[config.mk]
export PLATFORM = sky130hd
export DESIGN_NAME = div_control_fsm
export DESIGN_NICKNAME = d
export VERILOG_FILES = /design/src/rtl/div_pkg.sv /design/src/rtl/div_iter_counter.sv /design/src/rtl/div_control_fsm.sv
export SDC_FILE = /design/constraint.sdc
export NUM_CORES = 1
export LEC_CHECK = 0
export ABC_AREA = 1
export CELL_PAD_IN_SITES_DETAIL_PLACEMENT = 2
export CELL_PAD_IN_SITES_GLOBAL_PLACEMENT = 2
export CORE_UTILIZATION = 23
export DETAILED_ROUTE_END_ITERATION = 16
export GPL_TIMING_DRIVEN = 0
export PLACE_DENSITY_LB_ADDON = 0.1
export SYNTH_ARGS = -nofsm -noshare
export SYNTH_HDL_FRONTEND = slang
export SYNTH_SLANG_ARGS = --single-unit
[constraint.sdc]
create_clock -name CLK -period 1.65 [get_ports CLK]
set_clock_uncertainty 0.2 [all_clocks]
set_input_delay 0.33 -clock CLK [delete_from_list [all_inputs] [get_ports CLK]]
set_output_delay 0.33 -clock CLK [all_outputs]
set_load 0.01 [all_outputs]
[src/rtl/div_pkg.sv]
// Shared definitions for the restoring-divider control block:
// state encoding, default operand width and iteration-counter width.
package div_pkg;

    localparam int DIV_WIDTH = 16;

    typedef enum logic [2:0] {
        ST_IDLE  = 3'd0,
        ST_LOAD  = 3'd1,
        ST_SHIFT = 3'd2,
        ST_CHECK = 3'd3,
        ST_DONE  = 3'd4
    } div_state_t;

    // Counter must hold the value WIDTH itself, hence WIDTH+1.
    function automatic int div_cnt_w(input int w);
        return $clog2(w + 1);
    endfunction

endpackage

[src/rtl/div_iter_counter.sv]
// Loadable down-counter for the shift/compare iterations. is_one marks the
// final iteration so the FSM can leave CHECK on the same edge that consumes it.
module div_iter_counter #(
    parameter int CNT_W = 5
) (
    input  logic             CLK,
    input  logic             RST,
    input  logic             load,
    input  logic             dec,
    input  logic [CNT_W-1:0] load_val,
    output logic             is_one
);

    logic [CNT_W-1:0] count;

    // Load has priority; decrement saturates at zero.
    always_ff @(posedge CLK or posedge RST) begin
        if (RST) begin
            count <= '0;
        end else if (load) begin
            count <= load_val;
        end else if (dec && (count != '0)) begin
            count <= count - 1'b1;
        end
    end

    assign is_one = (count == CNT_W'(1));

endmodule

[src/rtl/div_control_fsm.sv]
// Control FSM for the restoring divider.
// state | meaning
// IDLE  | waiting for START; ERR holds the last divide-by-zero verdict
// LOAD  | datapath load/clear (INIT)
// SHIFT | shift {A,DV} left
// CHECK | compare; quotient bit and optional A load from the subtractor
// DONE  | one-cycle completion pulse
module div_control_fsm
    import div_pkg::*;
#(
    parameter int WIDTH = DIV_WIDTH,
    parameter int CNT_W = div_cnt_w(WIDTH)
) (
    input  logic             CLK,
    input  logic             RST,
    input  logic             START,
    input  logic [WIDTH-1:0] DVSR,
    input  logic             MSB,
    output logic             INIT,
    output logic             SH,
    output logic             LDA,
    output logic             DV0,
    output logic             Z,
    output logic             BUSY,
    output logic             DONE,
    output logic             ERR
);

    div_state_t state;
    div_state_t state_nxt;
    logic       cnt_load;
    logic       cnt_dec;
    logic       cnt_one;
    logic       accept;

    assign accept = (state == ST_IDLE) && START;

    div_iter_counter #(
        .CNT_W (CNT_W)
    ) u_iter_cnt (
        .CLK      (CLK),
        .RST      (RST),
        .load     (cnt_load),
        .dec      (cnt_dec),
        .load_val (CNT_W'(WIDTH)),
        .is_one   (cnt_one)
    );

    // Next-state decode and counter control.
    always_comb begin
        state_nxt = state;
        cnt_load  = 1'b0;
        cnt_dec   = 1'b0;
        case (state)
            ST_IDLE: begin
                if (START) begin
                    state_nxt = ST_LOAD;
                    cnt_load  = 1'b1;
                end
            end
            ST_LOAD:  state_nxt = ERR ? ST_DONE : ST_SHIFT;
            ST_SHIFT: state_nxt = ST_CHECK;
            ST_CHECK: begin
                cnt_dec   = 1'b1;
                state_nxt = cnt_one ? ST_DONE : ST_SHIFT;
            end
            ST_DONE:  state_nxt = ST_IDLE;
            default:  state_nxt = ST_IDLE;
        endcase
    end

    // State register with Moore outputs registered from the next state.
    always_ff @(posedge CLK or posedge RST) begin
        if (RST) begin
            state <= ST_IDLE;
            INIT  <= 1'b0;
            SH    <= 1'b0;
            Z     <= 1'b1;
            BUSY  <= 1'b0;
            DONE  <= 1'b0;
            ERR   <= 1'b0;
        end else begin
            state <= state_nxt;
            INIT  <= (state_nxt == ST_LOAD);
            SH    <= (state_nxt == ST_SHIFT);
            Z     <= (state_nxt != ST_CHECK);
            BUSY  <= (state_nxt == ST_LOAD) || (state_nxt == ST_SHIFT) ||
                     (state_nxt == ST_CHECK);
            DONE  <= (state_nxt == ST_DONE);
            if (accept) begin
                ERR <= (DVSR == '0);
            end
        end
    end

    // Mealy quotient outputs: a non-negative difference means subtract.
    assign LDA = (state == ST_CHECK) && !MSB;
    assign DV0 = (state == ST_CHECK) && !MSB;

endmodule

## Yosys cells after proc, flatten, opt, wreduce, memory -nomap -nowiden

Cells that the tools add are included.

| cells by class | value |
|---|---|
| $add $sub $neg | 1 |
| equal/unequal tests | 9 |
| mux-type cells | 9 |
| reductions and logical operators | 10 |

Operator list:

| operator | count |
|---|---|
| $logic_not A16 Y1 | 1 |
| $eq A3 B2 Y1 const B | 4 |
| $pmux W3 S4 | 1 |
| $mux W5 | 2 |
| $mux W3 | 3 |
| $eq A3 B1 Y1 const B | 2 |
| $eq A5 B1 Y1 const B | 1 |
| $reduce_bool A5 Y1 | 1 |
| $sub A5 B1 Y5 const B | 1 |
| $eq A3 B3 Y1 const B | 1 |
| $logic_and A1 B1 Y1 | 3 |
| $logic_not A3 Y1 | 1 |
| $mux W1 | 3 |
| $ne A3 B2 Y1 const B | 1 |
| $logic_or A1 B1 Y1 | 2 |
| $reduce_bool A2 Y1 | 1 |
| $logic_not A1 Y1 | 1 |

| word-level totals | value |
|---|---|
| register bits | 14 |
| output and inout port bits | 8 |
| word-level logic and storage cells | 37 |

## Longest topological paths before layout

Gate-level depths: netlist (run 1).

| logic depth | value |
|---|---|
| word-level depth | 6 |
| depth in mapped cells | 9 |
| depth with buffers taken out | 9 |

## Hierarchy

Synthesis (run 1) repeated with hierarchy kept, for this count alone.

| unflattened totals | value |
|---|---|
| cells, all modules | 100 |
| area total of the unflattened synthesis | 763.2 µm² |

By module, submodules not included:

| module | instances | cells each | area each (µm²) | seq. area each (µm²) |
|---|---|---|---|---|
| div_control_fsm | 1 | 54 | 426.7 | 226.5 |
| div_iter_counter | 1 | 46 | 336.6 | 125.1 |

## Least setup slack after synthesis (run 1)

Ideal clock, no wire load.

| path | value |
|---|---|
| path kind | register to output |
| start | reg state[2] |
| end | out LDA |
| data arrival time | 934 ps |
| required time | 1120 ps |
| slack | 186 ps |
| stages on the path, launching flop included | 5 |
| cells stage by stage | dfrtp_1 -> inv_1 -> nand3_2 -> nor2_1 -> buf_4 |

| between the ends | value |
|---|---|
| longest elaborated chain between the ends | 2 |

RTL lines:

| what | line | RTL |
|---|---|---|
| start: declaration | div_control_fsm.sv:29 | `div_state_t state;` |
| start signal: assignment | div_control_fsm.sv:83 | `state <= state_nxt;` |
| $eq A3 B2 Y1 | - |  |
| $logic_and A1 B1 Y1 | - |  |
| end: declaration | div_control_fsm.sv:21 | `output logic LDA,` |

No other way between the ends.

## Worst setup path after layout (run 1)

| path | value |
|---|---|
| start | reg state[2] |
| end | out LDA |

| between the ends | value |
|---|---|
| longest elaborated chain between the ends | 2 |

RTL lines:

| what | line | RTL |
|---|---|---|
| $eq A3 B2 Y1 | div_control_fsm.sv:97 | `assign LDA = (state == ST_CHECK) && !MSB;` |
| $logic_and A1 B1 Y1 | div_control_fsm.sv:97 |  |

No other way between the ends.

==> results of run 1 <==
layout make-up:
cell class | instances | area, um2 | area share [%]
multi-input cells | 70 | 377 | 32.2
flip-flops and latches | 14 | 353 | 30.2
repair buffers | 31 | 285 | 24.4
well taps | 44 | 55.1 | 4.71
inverters | 12 | 45.0 | 3.85
clock buffers | 4 | 36.3 | 3.10
plain buffers | 2 | 18.8 | 1.60
per-stage QoR:
stage | cell area (um2) | instances | TNS (ps) | worst slack [ps]
after CTS | 1160 | 177 | -32.6 | -32.6
after floorplan | 769 | 98 | 0 | 186
after global placement | 1090 | 169 | -651 | -368
after global routing | 1170 | 177 | -133 | -104
final | 1170 | 177 | -36.7 | -36.7
after detailed placement | 1090 | 169 | -690 | -391
state kept, by name (all words and copies together) (netlist names):
signal / count
u_iter_cnt.count: 5
state: 3
BUSY: 1
DONE: 1
ERR: 1
INIT: 1
SH: 1
Z: 1
synth_stat cells:
cell	n
a21oi_2	1
nand2_1	25
dfrtp_1	13
xor2_1	1
ha_1	3
nand2_2	1
buf_4	1
inv_1	12
nor2_4	1
nand3_2	2
nand3_1	13
nor2_1	16
nand4_1	1
a21oi_1	1
o21ai_0	2
dfstp_2	1
buf_6	1
nand3b_1	2
nor2_2	1
what timing repair did:
action / in CTS / in global routing
resized for setup: 19 / 2
setup endpoints to repair: 9 / 3
buffers inserted: 4 / 0
gates cloned: 0 / 0
logic make-up (layout without fill, tap and decap cells):
kind of cell / after synthesis / count (layout)
DFF: 14 / 14
xor gates and xnor gates: 1 / 1
AOI/OAI and AO/OA: 4 / 4
buffers and inverters: 14 / 49
and+or+nand+nor: 62 / 62
adders and majority gates: 3 / 3
worst max-delay path: stages (launching register included):
cell and delay [ps]:
dfrtp_1 410, inv_2 90, nand3_4 80, nor2_4 90
buf_4 100, buf_4 100
layout by cell type, fill, tap and decap left out:
cell type        synthesis  final
a21oi_1                  1      1
a21oi_2                  1      1
buf_2                    0      1
buf_4                    1      6
buf_6                    1      1
clkbuf_4                 0      3
clkbuf_8                 0      1
clkdlybuf4s50_1          0     19
dfrtp_1                 13     12
dfrtp_2                  0      1
dfstp_2                  1      1
dlygate4sd2_1            0      6
ha_1                     3      3
inv_1                   12     10
inv_2                    0      2
nand2_1                 25     25
nand2_4                  0      1
nand3_1                 13     13
nand3_2                  2      1
nand3_4                  0      1
nand3b_1                 2      2
nand4_1                  1      1
nor2_1                  16     14
nor2_2                   1      2
nor2_4                   1      2
o21ai_0                  2      2
xor2_1                   1      1
power breakdown:
group          total [mW]  switching (mW)  internal, mW  leakage [nW]
clock network       0.258           0.123         0.134        0.0210
logic                1.04           0.608         0.428         0.394
registers           0.620           0.127         0.493         0.172
total                1.91           0.858          1.06         0.587
layer usage:
layer  track usage, %  wire length [um]  up-vias
met2             28.7              1250       26
met3             1.95                72        2
li1                 -                 -      378
met5                0                 0        -
met1             16.9               929      392
met4             5.98                10        0
final timing paths:
check	from	end	slack, ps
max	state[2]	LDA	-40
min	RST	u_iter_cnt.count[3]	190
max reg2reg	u_iter_cnt.count[0]	u_iter_cnt.count[4]	100
min reg2reg	u_iter_cnt.count[1]	u_iter_cnt.count[1]	360
max in group asynchronous	RST	state[1]	660
min in group CLK	u_iter_cnt.count[1]	u_iter_cnt.count[1]	360
==> metrics.txt, run 1 <==
hold_ws=~190 ps; drt drc=0; Yosys reg bits=14; total power=roughly 1.9 mW; largest cells by area after synthesis=dfrtp_1 (42%), nand2_1 (12%), nand3_1 (8.5%); Core Util, Final=37.7%; antenna diode count=0; f_max=593 MHz; router iterations before antenna repair=4; final critical-path share of the clock period=102%; routability cong.=0.699; Setup Viol. Count Final=1; Worst setup SP type=flip-flop; Synth Warn #=0; P_leak=0.587 nW; area share of the largest cell type after synthesis=42.3%; Final ANT Viol Nets=0; total gr overflow=0; first-pass GRT wire length=3890 um; CTS sink cnt=14; CTS tree=built; post-synthesis compound-gate area fraction=3.09%; register area share after synthesis=45.7%; worst path required time=1120 ps; worst path arrival time=1160 ps; wire per inst=about 13 um; routed via count=about 800; Final Hold Vio Count=0; clock root cell=clkbuf_4; Setup crit end kind=output pin; IO Pins=28; Min-Delay Path Class=in2async; Worst-Margin Slew=between 500 and 600 ps; FF-to-FF path depth=9; PwrDens=about 1600 mW/mm2; Syn Area/Cell=a little under 8 um2; TritonCTS Buffers=3; worst vdd ir=0.000325 V; relative slew slack=61.8%; main combinational cell family by area after synthesis=simple AND/OR/NAND/NOR gates; area delta synth->final=52.0%; mux cell area share after synthesis=0%; initial core utilization=24.8%; fillcell total=381; routed vias/inst=4.51; post-route setup slack=-36.7 ps; Core Area=0.00310 mm2; failing checks=negative setup slack; Max FO, Critical Path=2; initial antenna violation count=0; GRT Total Usage=15.2%; full die area=0.00358 mm2; fin crit period=1690 ps; die width=59.8 um; Mapped Area=769 um2; Max-cap violations=0; Clock Latency Late Sink=290 ps; DR iter-0 viols=3; Hold Buf Count CTS=0; Crit Path Class=reg2out; row cnt=20; adder-cell share of the synthesized area=under 10%; PortBufs=27; register clock-pin slew on the reported worst setup and hold paths=90 ps; count of cell types in the netlist=19; xor/xnor cell area share of the yosys netlist=1.14%; Synth area leader=dfrtp_1; RSZ-0062 raised after global routing=true; number of global-route vias before repair=837; nets=157; Max Root-Sink Buffers=2; Simple-Gate Fraction of Synth Area=36.9%; share of layout cells above drive strength 1=between 10% and 20%; Synth Instances=98; syn nets=121; CTS HTree Levels=1; Max Transition Viols Final=0; largest net degree at the start of global routing=15; routed wire length=2260 um; outcome=complete, but fails checks; Die Y=~60 um; dpl hpwl=between 1500 and 2000 um
Note: power is estimated with default switching activity, not from simulation.
==> run 2: changes to the inputs <==
Settings changed: TNS_END_PERCENT set to 10.
==> run 2 against run 1 <==
Worst hold slack got worse by 0.86 ps. Sequential power about the same. Total power increased by 0.90%. Die area unchanged. Via count increased by 0.75%. Flip-flop and latch count unchanged. Clock power about the same. Final cell count decreased by 0.56%. Cell area decreased by 0.64%. Count of clock-buffer cells in the layout unchanged. The flow still finishes with violations (negative setup slack). Wire length increased by 1.1%. Largest cell class unchanged. Critical path depth unchanged.
==> metrics.txt, run 2 (synthesized netlist as in run 1, its figures left out) <==
largest net degree at the start of global routing=15; commonest non-fill, non-tap cell in the layout=nand2_1; TritonCTS Buffers=3; number of global-route vias before repair=about 830; nets=156; Setup Viol. Count Final=1; Max FO, Critical Path=5; routed wire length=~2300 um; final non-filler cell area=0.00116 mm2; Max Transition Viols Final=0; P_leak=0.581 nW; first-pass GRT wire length=3820 um; CTS tree=built; Layout Cells excl Fill=between 150 and 200; register clock-pin slew on the reported worst setup and hold paths=90 ps; CP max-delay cell=dfrtp_1; worst path arrival time=1190 ps; max FFs per register=5; routability cong.=0.699; CTS HTree Levels=1; drt drc=0; Core Area=a little over 0.003 mm2; CP top delay family=flip-flops; CTS sink cnt=14; Min-Delay Path Class=in2async; die width=59.8 um; initial antenna violation count=0; Clock Latency Late Sink=290 ps; dpl hpwl=1700 um; reg2reg setup slack=roughly 90 ps; dpl cells=169; outcome=complete, but fails checks; RSZ-0062 raised after global routing=true; share of layout cells above drive strength 1=17.4%; Setup crit end kind=output pin; post-route setup slack=-68.0 ps; DR iter-0 viols=7; total gr overflow=0; Crit Path Class=reg2out; Area after DPL=0.00109 mm2; fillcell total=379; worst path required time=1120 ps; antenna diode count=0; PwrDens=1660 mW/mm2; CP Buf/Inv Count=3; Multi-input gate area=377 um2; initial core utilization=24.8%; wire per inst=13.0 um; Final ANT Viol Nets=0; IO Pins=28; Max-cap violations=0; hold_ws=187 ps; final critical-path share of the clock period=104%; clock root cell=clkbuf_4; GRT Total Usage=14.9%; crit-path cells=inv_2 > nand3_4 > nor2_4 > buf_4 > buf_4; top register by number of flip-flops=u_iter_cnt.count; Sequential Area=353 um2; full die area=0.00358 mm2; worst vdd ir=0.000327 V; total power=1.93 mW; Post-Place Setup Slack=-391 ps; PortBufs=27; top flop regs=u_iter_cnt.count (5), state (3); area delta synth->final=51.1%; failing checks=negative setup slack; routed vias/inst=4.57; Die Y=59.8 um; fin crit period=1720 ps; router iterations before antenna repair=2; Final Hold Vio Count=0; Worst-Margin Slew=571 ps; most frequent CP cell=buf_4; row cnt=20; CP max stage delay=410 ps; relative slew slack=61.9%; f_max=~580 MHz; routed via count=approximately 800; Worst setup SP type=flip-flop; Max Root-Sink Buffers=2; Core Util, Final=37.5%; sum of negative setup slack=-68.0 ps; commonest non-fill, non-tap cells in the layout=nand2_1 (25), clkdlybuf4s50_1 (19), nor2_1 (14)
==> run 2: cell count changes in the layout (fill, tap and decap cells not counted) <==
cell	delta
buf_4	-1
==> run 2: layout make-up <==
| type | instances | share of cell area, % |
|---|---|---|
| multi-input combinational | 70 | 32.4 |
| sequential | 14 | 30.4 |
| timing repair buffer | 30 | 23.9 |
| tap | 44 | 4.74 |
| inverter | 12 | 3.88 |
| clock buffer | 4 | 3.12 |
| buffer | 2 | 1.61 |
==> run 2: final timing paths <==
check,end,from,cells after the start
max in group asynchronous,state[1],RST,2
worst max register to register,u_iter_cnt.count[4],u_iter_cnt.count[0],9
min in group CLK,ERR,ERR,2
worst min-delay path,u_iter_cnt.count[3],RST,2
worst min register to register,ERR,ERR,2
worst max-delay path,LDA,state[2],5
==> run 2: worst register-to-register path, cell delays in order (launching register included) <==
cell     delay (ps)
dfrtp_1         420
inv_2           110
ha_1            150
inv_1            40
nor2_2          110
nand2_1         100
nand2_4         120
nand2_1          60
nand2_1          70
nand2_1          60
==> run 2: report_power, final <==
part / switching [mW] / internal [mW] / total [mW]
registers: 0.129 / 0.493 / 0.622
logic: 0.622 / 0.427 / 1.05
clock network: 0.125 / 0.134 / 0.260
total: 0.877 / 1.05 / 1.93
==> run 2: repair_timing <==
action | 4_1_cts | 5_1_grt
setup endpoints to repair | 9 | 3
cloned | 0 | 0
buffers inserted | 1 | 2
resized for setup | 18 | 3
hold buffers | 0 | 0
==> run 2: layer usage <==
| metal | track usage [%] | up-vias | wire length, um |
|---|---|---|---|
| met5 | 0 | - | 0 |
| met4 | 6.98 | 0 | 48 |
| met3 | 1.95 | 5 | 72 |
| met2 | 27.5 | 27 | 1210 |
| met1 | 16.8 | 396 | 956 |
| li1 | - | 376 | - |
==> run 3: changes to the inputs <==
Settings changed: CORE_UTILIZATION 23 to 25, SKIP_CTS_REPAIR_TIMING set to 1.
Clock period 1.65 ns to 2.1 ns, I/O delays scaled along.
==> run 3 against run 2 <==
Critical path depth shrank 4. Total power shrank 25%. Clock power shrank 24%. Setup slack better by 230 ps. Combinational power fell by 27%. Non-clock buffer count shrank 3. First-iteration DRC count increased to 3.0 times the previous value. The flow finishes with violations (design-rule violations). Wire length is 14% lower. Largest power group unchanged. Sequential power shrank 23%. Die area shrank 7.7%.
==> metrics.txt, run 3 (synthesized netlist as in run 1, its figures left out) <==
worst vdd ir=0.000379 V; Reg-to-Reg End=u_iter_cnt.count[4]; final critical-path share of the clock period=92.1%; share of layout cells above drive strength 1=11.6%; f_max=517 MHz; Clock Latency Late Sink=around 270 ps; fin crit period=about 1900 ps; Max-cap violations=0; sum of negative setup slack=0 ps; routed vias/inst=4.70; CTS HTree Levels=1; clock root cell=clkbuf_4; commonest non-fill, non-tap cells in the layout=nand2_1 (25), clkdlybuf4s50_1 (25), nor2_1 (15); row cnt=19; drt drc=2; Max FO, Critical Path=1; Final Hold Vio Count=0; router iterations before antenna repair=10; routed wire length=1980 um; initial core utilization=27.2%; Area after DPL=0.00108 mm2; IO Pins=28; routed via count=approximately 750; GRT Total Usage=13.1%; Worst-Margin Slew=552 ps; Core Area=between 0.002 and 0.003 mm2; CTS tree=built; routability cong.=0.723; CP top delay family=flip-flops; Setup crit end kind=output pin; P_leak=0.575 nW; CP max-delay cell=dfstp_2; outcome=complete, but fails checks; TritonCTS Buffers=3; antenna diode count=0; worst path required time=1480 ps; wire per inst=12.4 um; Final ANT Viol Nets=0; crit-path cells=clkdlybuf4s50_1; full die area=0.00330 mm2; Worst setup SP type=flip-flop; largest net degree at the start of global routing=15; top register by number of flip-flops=u_iter_cnt.count; Min-Delay Path Class=in2async; FF-to-FF path depth=9; number of global-route vias before repair=roughly 800; final non-filler cell area=approximately 0.0011 mm2; relative slew slack=63.1%; PwrDens=about 1300 mW/mm2; CP max stage delay=520 ps; dpl hpwl=1660 um; nets=between 150 and 200; top flop regs=u_iter_cnt.count (5), state (3); RSZ-0062 raised after global routing=false; worst path arrival time=1310 ps; Crit Reg-Reg Startpoint=u_iter_cnt.count[0]; register clock-pin slew on the reported worst setup and hold paths=~100 ps; Max Root-Sink Buffers=2; max FFs per register=5; Max Transition Viols Final=0; Crit Path Class=reg2out; area delta synth->final=46.8%; post-route setup slack=165 ps; PortBufs=27; Post-Place Setup Slack=-120 ps; DR iter-0 viols=21; CP Buf/Inv Count=1; first-pass GRT wire length=between 3000 and 4000 um; initial antenna violation count=0; Setup Viol. Count Final=0; fillcell total=335; Layout Cells excl Fill=between 150 and 200; failing checks=design-rule violations; dpl cells=156; CTS sink cnt=14; hold_ws=283 ps; reg2reg setup slack=between 400 and 500 ps; total gr overflow=0; die width=~57 um; Die Y=57.5 um
## run 3: area by class of cell
class	count	area [um2]	area share (%)
repair buffers	27	275	24.4
multi-input cells	70	364	32.2
inverters	12	45.0	3.99
plain buffers	2	18.8	1.66
clock buffers	4	36.3	3.21
well taps	31	38.8	3.43
flip-flops and latches	14	352	31.1
## run 3: worst max path at each step
stage / slack, ps / start / to / cells past startpoint
finish: 170 / Z / Z / 1
global route: 130 / Z / Z / 1
CTS: -240 / state[2] / LDA / 5
detailed placement: -120 / MSB / LDA / 4
global placement: -100 / MSB / LDA / 4
floorplan: 550 / state[2] / LDA / 4
## run 3: power breakdown
part           internal (mW)  total [mW]  switching (mW)
Combinational          0.333       0.767           0.434
Clock                  0.105       0.198          0.0927
Sequential             0.386       0.481          0.0947
## run 3: per-layer routing
metal	track usage (%)	wire length (um)	part of all wire, %
met1	15.1	831	42
met2	25.1	1050	53
met3	2.72	77	3.9
met4	2.09	16	0.81
met5	0	0	0
## run 3: per-stage QoR
| step | util (%) | power, mW |
|---|---|---|
| after CTS | 39.4 | 1.46 |
| after floorplan | - | 0.974 |
| final | 39.9 | 1.45 |
| after detailed placement | 38.1 | 1.26 |
| after global routing | 39.9 | 1.59 |
| after global placement | 38.1 | 1.22 |
